## config.mk

```make
export PLATFORM = sky130hd
export DESIGN_NAME = lz77_job_scheduler
export DESIGN_NICKNAME = d
export VERILOG_FILES = /design/src/rtl/lz77_job_scheduler.sv
export SDC_FILE = /design/constraint.sdc
export NUM_CORES = 1
export LEC_CHECK = 0
export BUFFER_PORTS_ARGS = -buffer_cell sky130_fd_sc_hd__buf_2
export CAP_MARGIN = 20
export CORE_ASPECT_RATIO = 1.75
export CORE_MARGIN = 2
export CORE_UTILIZATION = 35
export DETAILED_ROUTE_END_ITERATION = 6
export PLACE_DENSITY = 0.67
export REMOVE_ABC_BUFFERS = 1
export SETUP_SLACK_MARGIN = 0.02
export SLEW_MARGIN = 20
export SYNTH_ARGS = -nofsm -noshare
export SYNTH_HDL_FRONTEND = slang
export SYNTH_SLANG_ARGS = --single-unit
export TNS_END_PERCENT = 5
```

## constraint.sdc

```tcl
create_clock -name clk -period 2.2 [get_ports clk]
set_clock_uncertainty 0.05 [all_clocks]
set_input_delay 0.11 -clock clk [delete_from_list [all_inputs] [get_ports clk]]
set_output_delay 0.11 -clock clk [all_outputs]
set_load 0.03 [all_outputs]
```

## src/rtl/lz77_job_scheduler.sv

```systemverilog
// lz77_job_scheduler
//   Shares one LZ77 encode/decode engine between two requesters. Each job is
//   granted as a whole, and requesters take turns round-robin. A job has four
//   steps: pulse the engine reset, stream CHAR_NUM characters into the engine,
//   forward engine output beats tagged with the owner, and close the job when
//   the decoded END_CHAR terminator appears.
//
//   Optional feature: define LZ77_SCHED_WATCHDOG_EN to abort a job after
//   TIMEOUT consecutive RUN cycles without eng_valid. In the default build
//   (macro undefined) err is tied 0 and RUN waits for END_CHAR indefinitely.
//
// Ports
//   clk, reset    : single rising-edge clock, synchronous active-high reset
//   req[1:0]      : job request, one bit per requester
//   gnt[1:0]      : one-hot grant, held from KICK through DONE
//   load_en       : high in LOAD; the granted requester presents a char every cycle
//   src_data0/1   : character streams of requester 0 / 1
//   eng_reset     : engine reset (reset, KICK, or watchdog abort)
//   eng_chardata  : char to engine (owner's src_data in LOAD, else 0)
//   eng_valid     : engine output beat valid
//   eng_encode    : 1 = encode token beat, 0 = decoded character beat
//   eng_char_nxt  : decoded character of the current beat
//   tok_valid     : eng_valid forwarded during RUN only
//   tok_owner     : index of the current job owner
//   job_done      : one-cycle pulse when a job completes
//   err           : one-cycle pulse on watchdog abort
//   dbg_state     : current FSM state (debug observation)
//
// Handshake: there is no back-pressure anywhere. A beat moves on every cycle
// where its valid qualifier is high: load_en for the character stream into the
// engine, eng_valid for engine output, and tok_valid for forwarded output.
// Consumers must accept each beat in the cycle it is offered.

module lz77_job_scheduler #(
    parameter int          CHAR_NUM = 2048,
    parameter logic [7:0]  END_CHAR = 8'h24,
    parameter int          TO_W     = 16,
    parameter int          TIMEOUT  = 40000
) (
    input  logic       clk,
    input  logic       reset,
    input  logic [1:0] req,
    output logic [1:0] gnt,
    output logic       load_en,
    input  logic [7:0] src_data0,
    input  logic [7:0] src_data1,
    output logic       eng_reset,
    output logic [7:0] eng_chardata,
    input  logic       eng_valid,
    input  logic       eng_encode,
    input  logic [7:0] eng_char_nxt,
    output logic       tok_valid,
    output logic       tok_owner,
    output logic       job_done,
    output logic       err,
    output logic [2:0] dbg_state
);

    localparam int CW = $clog2(CHAR_NUM) + 1;

    typedef enum logic [2:0] {
        S_IDLE = 3'd0,
        S_KICK = 3'd1,
        S_LOAD = 3'd2,
        S_RUN  = 3'd3,
        S_DONE = 3'd4
    } state_t;

    state_t        state_q, state_d;
    logic [CW-1:0] load_cnt_q, load_cnt_d;
    // Written on entry to KICK, so during a job it also names the owner.
    logic          last_owner_q, last_owner_d;
    logic          winner;
    logic          end_beat;
    logic          wd_fire;

    // Single requester wins outright; a tie goes to whoever did not own the last job.
    always_comb begin
        case (req)
            2'b01:   winner = 1'b0;
            2'b10:   winner = 1'b1;
            default: winner = ~last_owner_q;
        endcase
    end

    assign end_beat = eng_valid & ~eng_encode & (eng_char_nxt == END_CHAR);

`ifdef LZ77_SCHED_WATCHDOG_EN
    logic [TO_W-1:0] wd_q, wd_d;

    // Counts consecutive silent RUN cycles; cleared by any beat or outside RUN.
    always_comb begin
        wd_d = '0;
        if (state_q == S_RUN && !eng_valid) begin
            wd_d = wd_q + 1'b1;
        end
    end

    // A terminator arriving on the timeout cycle still completes the job normally.
    assign wd_fire = (state_q == S_RUN) && (wd_q == TO_W'(TIMEOUT)) && !end_beat;

    always_ff @(posedge clk) begin
        if (reset) begin
            wd_q <= '0;
        end else begin
            wd_q <= wd_d;
        end
    end
`else
    assign wd_fire = 1'b0;
`endif

    always_comb begin
        state_d      = state_q;
        load_cnt_d   = load_cnt_q;
        last_owner_d = last_owner_q;
        case (state_q)
            S_IDLE: begin
                if (|req) begin
                    state_d      = S_KICK;
                    last_owner_d = winner;
                end
            end
            S_KICK: begin
                state_d    = S_LOAD;
                load_cnt_d = '0;
            end
            S_LOAD: begin
                // Counter holds at its last value on the final beat, so it never wraps.
                if (load_cnt_q == CW'(CHAR_NUM - 1)) begin
                    state_d = S_RUN;
                end else begin
                    load_cnt_d = load_cnt_q + 1'b1;
                end
            end
            S_RUN: begin
                if (end_beat) begin
                    state_d = S_DONE;
                end else if (wd_fire) begin
                    state_d = S_IDLE;
                end
            end
            S_DONE: begin
                state_d = S_IDLE;
            end
            default: begin
                state_d = S_IDLE;
            end
        endcase
    end

    always_ff @(posedge clk) begin
        if (reset) begin
            state_q      <= S_IDLE;
            load_cnt_q   <= '0;
            last_owner_q <= 1'b1;
        end else begin
            state_q      <= state_d;
            load_cnt_q   <= load_cnt_d;
            last_owner_q <= last_owner_d;
        end
    end

    assign load_en      = (state_q == S_LOAD);
    assign gnt          = (state_q == S_IDLE) ? 2'b00 : (last_owner_q ? 2'b10 : 2'b01);
    assign eng_reset    = reset | (state_q == S_KICK) | wd_fire;
    assign eng_chardata = load_en ? (last_owner_q ? src_data1 : src_data0) : 8'h00;
    assign tok_valid    = (state_q == S_RUN) & eng_valid;
    assign tok_owner    = last_owner_q;
    // Pulses are suppressed when reset lands on the same cycle.
    assign job_done     = (state_q == S_DONE) & ~reset;
    assign err          = wd_fire & ~reset;
    assign dbg_state    = state_q;

endmodule

```

After elaboration in Yosys (flattened, before gate mapping). Cells that the tools add are included. Widths: inputs -> output; s select.

Word-level logic and storage cells: 41. Input bits: 30. Flip-flop bits (word level): 16. Output and inout port bits: 19.

$add $sub $neg: 1. Reductions and logical operators: 6. Bitwise operators: 8. Mux-type cells: 11. Equal/unequal tests: 12.

Operators with widths (count): $pmux 12 s2 (1); $mux 8 (2); $add 12x1->12 const B (1); $eq 12x11->1 const B (1); $mux 12 (1); $pmux 3 s4 (1); $mux 3 (3); $eq 8x6->1 const B (1); $eq 3x2->1 const B (2); $ne 2x2->1 const B (3); $and 1x1->1 (4); $mux 2 (2); $reduce_and 2->1 (2); $eq 3x1->1 const B (1); $eq 3x3->1 const B (1); $logic_not 3->1 (1); $not 1->1 (3); $reduce_and 3->1 (1); $eq 2x1->1 const B (1); $eq 2x2->1 const B (1); $ne 2x1->1 const B (1); $pmux 1 s2 (1); $reduce_bool 2->1 (1); $reduce_or 2->1 (1); $or 1x1->1 (1).

Longest topological paths before layout.
Depth in word-level cells: 5. Mapped depth: 8. Mapped depth without buffers: 5.

Worst setup path after synthesis. Ideal clock, no wire load.

Path kind: register -> output. Start point: register state_q[1] (netlist: dbg_state[1]). End point: output eng_chardata[0]. Data arrival time: 1.813 ns. Data required time: 2.040 ns. Path buffers: 3. Path slack: 0.227 ns. Stages on the path, launching flop included: 6. Path through: dfxtp_1 buf_4 or3b_1 buf_2 clkbuf_1 nor2_1.

Word-level cells in the longest chain between the ends: 2.

Ends and longest elaborated chain: from (decl) (line 69) `state_t state_q, state_d;`; from (signal assigned) (line 158) `state_q <= state_d;`; $eq 3x2->1 (line 164) `assign load_en = (state_q == S_LOAD);`; $mux 8 (line 167) `assign eng_chardata = load_en ? (last_owner_q ? src_data1 : src_data0) : 8'h00;`; to (decl) (line 48) `output logic [7:0] eng_chardata,`.

Every way passes these cells.

Final worst setup path.
Start point: register load_cnt_q[0]. End point: register load_cnt_q[9].

Word-level cells in the longest chain between the ends: 3. Elaborated cells on any way between the ends: 6. Classes of those cells: add/sub (1); eq/ne (2); mux (2); reduce/logical (1).

Ends and longest elaborated chain: from (decl) (line 70) `logic [CW-1:0] load_cnt_q, load_cnt_d;`; from (signal assigned) (line 159) `load_cnt_q <= load_cnt_d;`; $add 12x1->12 or $eq 12x11->1 (tied branches) (line 133, 130); $mux 12 or $ne 2x2->1 (tied branches); $pmux 12 s2 or $reduce_and 2->1 (tied branches).

Several ways; a longest one is shown, not always the timed one. The select of a mux whose other input is x is not followed. A chain may end at the register's enable or synchronous reset.

==> results.json <==
{
  "drc_errors": 0,
  "power_frac_seq": 0.362,
  "die_w_um": 46.81,
  "p_sw_frac": 0.3906,
  "cts_resized": 0,
  "p_total_mw": 0.9074,
  "synthSimpleGateAreaFrac": 0.3055,
  "antenna_found_initial": 0,
  "final_cell_count_no_fill": 231,
  "cp-start-kind": "flop",
  "max-clock-path-buffers": 2,
  "gr-total-overflow": 0,
  "clkLatencyLatePin_ps": 260,
  "hold_path_class": "primary input to flop",
  "fin_tns_setup_ps": 0,
  "maxSlewViolCount": 0,
  "critPathRequiredTime_ps": 2320,
  "synth_area_per_cell_um2": 7.687,
  "grt_max_degree": 20,
  "synthFlopType": "dfxtp_1",
  "ys_types": 44,
  "cts_tree": "yes",
  "synth_area_leader_cell": "dfxtp_1",
  "core-area_um2": 3108,
  "power_leakage_nw": 0.6391,
  "wirelength_um": 2946,
  "numCtsBuffers": 3,
  "cts_sinks": 16,
  "max-vdd-ir-drop_v": 0.0002986,
  "die_area_um2": 3693,
  "regToRegStartpoint": "load_cnt_q[0]",
  "clkTransAtPathRegs_ps": 70,
  "port_buffers": 47,
  "dp_hpwl_um": 2259,
  "placed_cell_area_um2": 1371,
  "synthArstFlopShare": 0,
  "synth_top_area_frac": 0.2854,
  "via_per_inst": 5.299,
  "rows": 27,
  "synth_area_um2": 1122,
  "fin_crit_sh": 0.8476,
  "drv_cap": 0,
  "setup_viol": 0,
  "synth_top_family_by_area": "simple AND/OR/NAND/NOR gates",
  "hold_start": "reset",
  "yosysWarnings": 0,
  "whs_ps": 182.6,
  "synth-edff-count": 0,
  "grt_pass1_vias": 1101,
  "synth_area_leaders": "dfxtp_1 29%, mux2i_1 8.0%, nor2_1 6.7%",
  "diodes": 0,
  "cts_root_buffer": "clkbuf_8",
  "end_kind": "flop",
  "critPathLaunch": "load_cnt_q[0]",
  "path_class": "flop to flop",
  "synth-compound-area-share": 0.2018,
  "p_comb_frac": 0.385,
  "grt_usage": 0.1749,
  "synthMuxAreaShare": 0.08027,
  "areaGrowthSynthToFinish_pct": 25.86,
  "synthCells": 146,
  "drive_gt1_frac": 0.3032,
  "ys_seq_area_frac": 0.2854,
  "num-nets-final": 223,
  "io_pins": 49,
  "relSlewSlack": 0.6255,
  "dieHeight_um": 78.91,
  "critPathMaxFanout": 7,
  "via_count": 1224,
  "final_area_um2": 1413,
  "status": "finished clean",
  "dp.cells": 228,
  "p_int_mw": 0.5529,
  "ant_nets": 0,
  "rsz0062_at_grt": "no",
  "max_freq_ghz": 0.5363,
  "hold_viol": 0,
  "timing.final.crit_period_ps": 1865,
  "nFillCells": 347,
  "grt_first_pass_wirelength_um": 4774,
  "firstDrtPassIters": 4,
  "ys_seq_elements": 16,
  "netSwitchingPower_mw": 0.3545,
  "p_clk_frac": 0.253,
  "worst_pin_slew_ps": 561.0,
  "start_util": 0.3611,
  "power_density_nw_per_um2": 642.3,
  "gp_congestion": 0.7829,
  "cts_max_level": 1,
  "synth_xor_area_frac": 0.007804,
  "first_iter_violations": 37,
  "wire_per_inst_um": 12.75,
  "synth_fa_ha_area_frac": 0.03344,
  "cp.arrival_ps": 1990
}
## final timing paths
path                            slack, ps             to  cells after the start
worst max-delay path                  340  load_cnt_q[9]                      5
worst min-delay path                  180   dbg_state[0]                      2
worst max register to register        340  load_cnt_q[9]                      5
worst min register to register        460  load_cnt_q[8]                      2
## per-layer routing
layer / up-vias / track usage / wire (um)
li1: 612 / - / -
met1: 557 / 0.1837 / 1101
met2: 50 / 0.3151 / 1606
met3: 5 / 0.02727 / 176
met4: 0 / 0.08056 / 62
met5: - / 0 / 0
## cells in the mapped netlist, drive strengths merged (2+ instances only)
| master | n |
|---|---|
| nor2 | 20 |
| dfxtp | 16 |
| nand3 | 10 |
| mux2i | 9 |
| nand2 | 9 |
| inv | 8 |
| buf | 7 |
| a21oi | 6 |
| a31oi | 6 |
| nor3 | 5 |
| o21ai | 5 |
| clkbuf | 4 |
| a211oi | 3 |
| ha | 3 |
| nand3b | 3 |
| a311oi | 2 |
| and2 | 2 |
| and3 | 2 |
| nor4 | 2 |
| nor4b | 2 |
| o211ai | 2 |
| or3b | 2 |
| or4 | 2 |
## cells by family (layout without fill, tap and decap cells)
kind of cell | count (synthesis) | after routing
AND/OR/NAND/NOR | 66 | 66
other | 1 | 1
adder cells (fa/ha/maj) | 3 | 3
AO/OA/AOI/OAI | 31 | 31
multiplexers | 9 | 9
flip-flops | 16 | 16
buffers and inverters | 19 | 61
XOR/XNOR | 1 | 1
## cell usage in the layout, fill, tap and decap left out, types with 3 or more instances in the layout
master and instances:
ha_1 3, buf_2 47, inv_1 7, nand3b_1 3, a31oi_1 6, clkbuf_8 3
buf_4 3, a211oi_1 3, nand3_1 10, nor2_1 20, dfxtp_1 16, o21ai_0 5
nor3_1 5, a21oi_1 6, nand2_1 9, mux2i_1 9
## final cells by class
cell class | instances | area [um^2] | share of cell area
Clock buffer | 3 | 41.29 | 0.02923
Inverter | 8 | 30.03 | 0.02126
Multi-Input combinational cell | 111 | 709.4 | 0.5022
Sequential cell | 16 | 320.3 | 0.2267
Tap cell | 43 | 53.80 | 0.03809
Timing Repair Buffer | 50 | 257.7 | 0.1825
## power by group through the flow
stage / combinational (mW) / sequential (mW) / clock [mW]
2_1_floorplan: 0.201 / 0.363 / 0
3_3_place_gp: 0.347 / 0.335 / 0
3_5_place_dp: 0.348 / 0.335 / 0
4_1_cts: 0.349 / 0.329 / 0.228
5_1_grt: 0.379 / 0.332 / 0.242
6_report: 0.349 / 0.329 / 0.230
## stage by stage
step | util | setup WS [ps]
6_report | 0.4545 | 335.3
5_1_grt | 0.4545 | 136.1
4_1_cts | 0.4545 | 213.1
3_5_place_dp | 0.4412 | 220.8
3_3_place_gp | 0.4412 | 289.6
2_1_floorplan | - | 48.45
## worst max-delay path: stages (launching register included)
cell      delay (ps)
dfxtp_1          390
ha_1             230
nand3_1          200
o41ai_4          470
nand2_1          180
a221oi_1         270
## state kept, by name, summed over array words and instances, names as in the netlist
register and cells:
dbg_state 3, load_cnt_q 12, tok_owner 1
## what timing repair did
action	4_1_cts	5_1_grt
buffers inserted	0	0
hold buffers	0	0
setup endpoints to repair	0	1
endpoints found under the hold margin	0	0
Power figures use the tool's default switching activity.
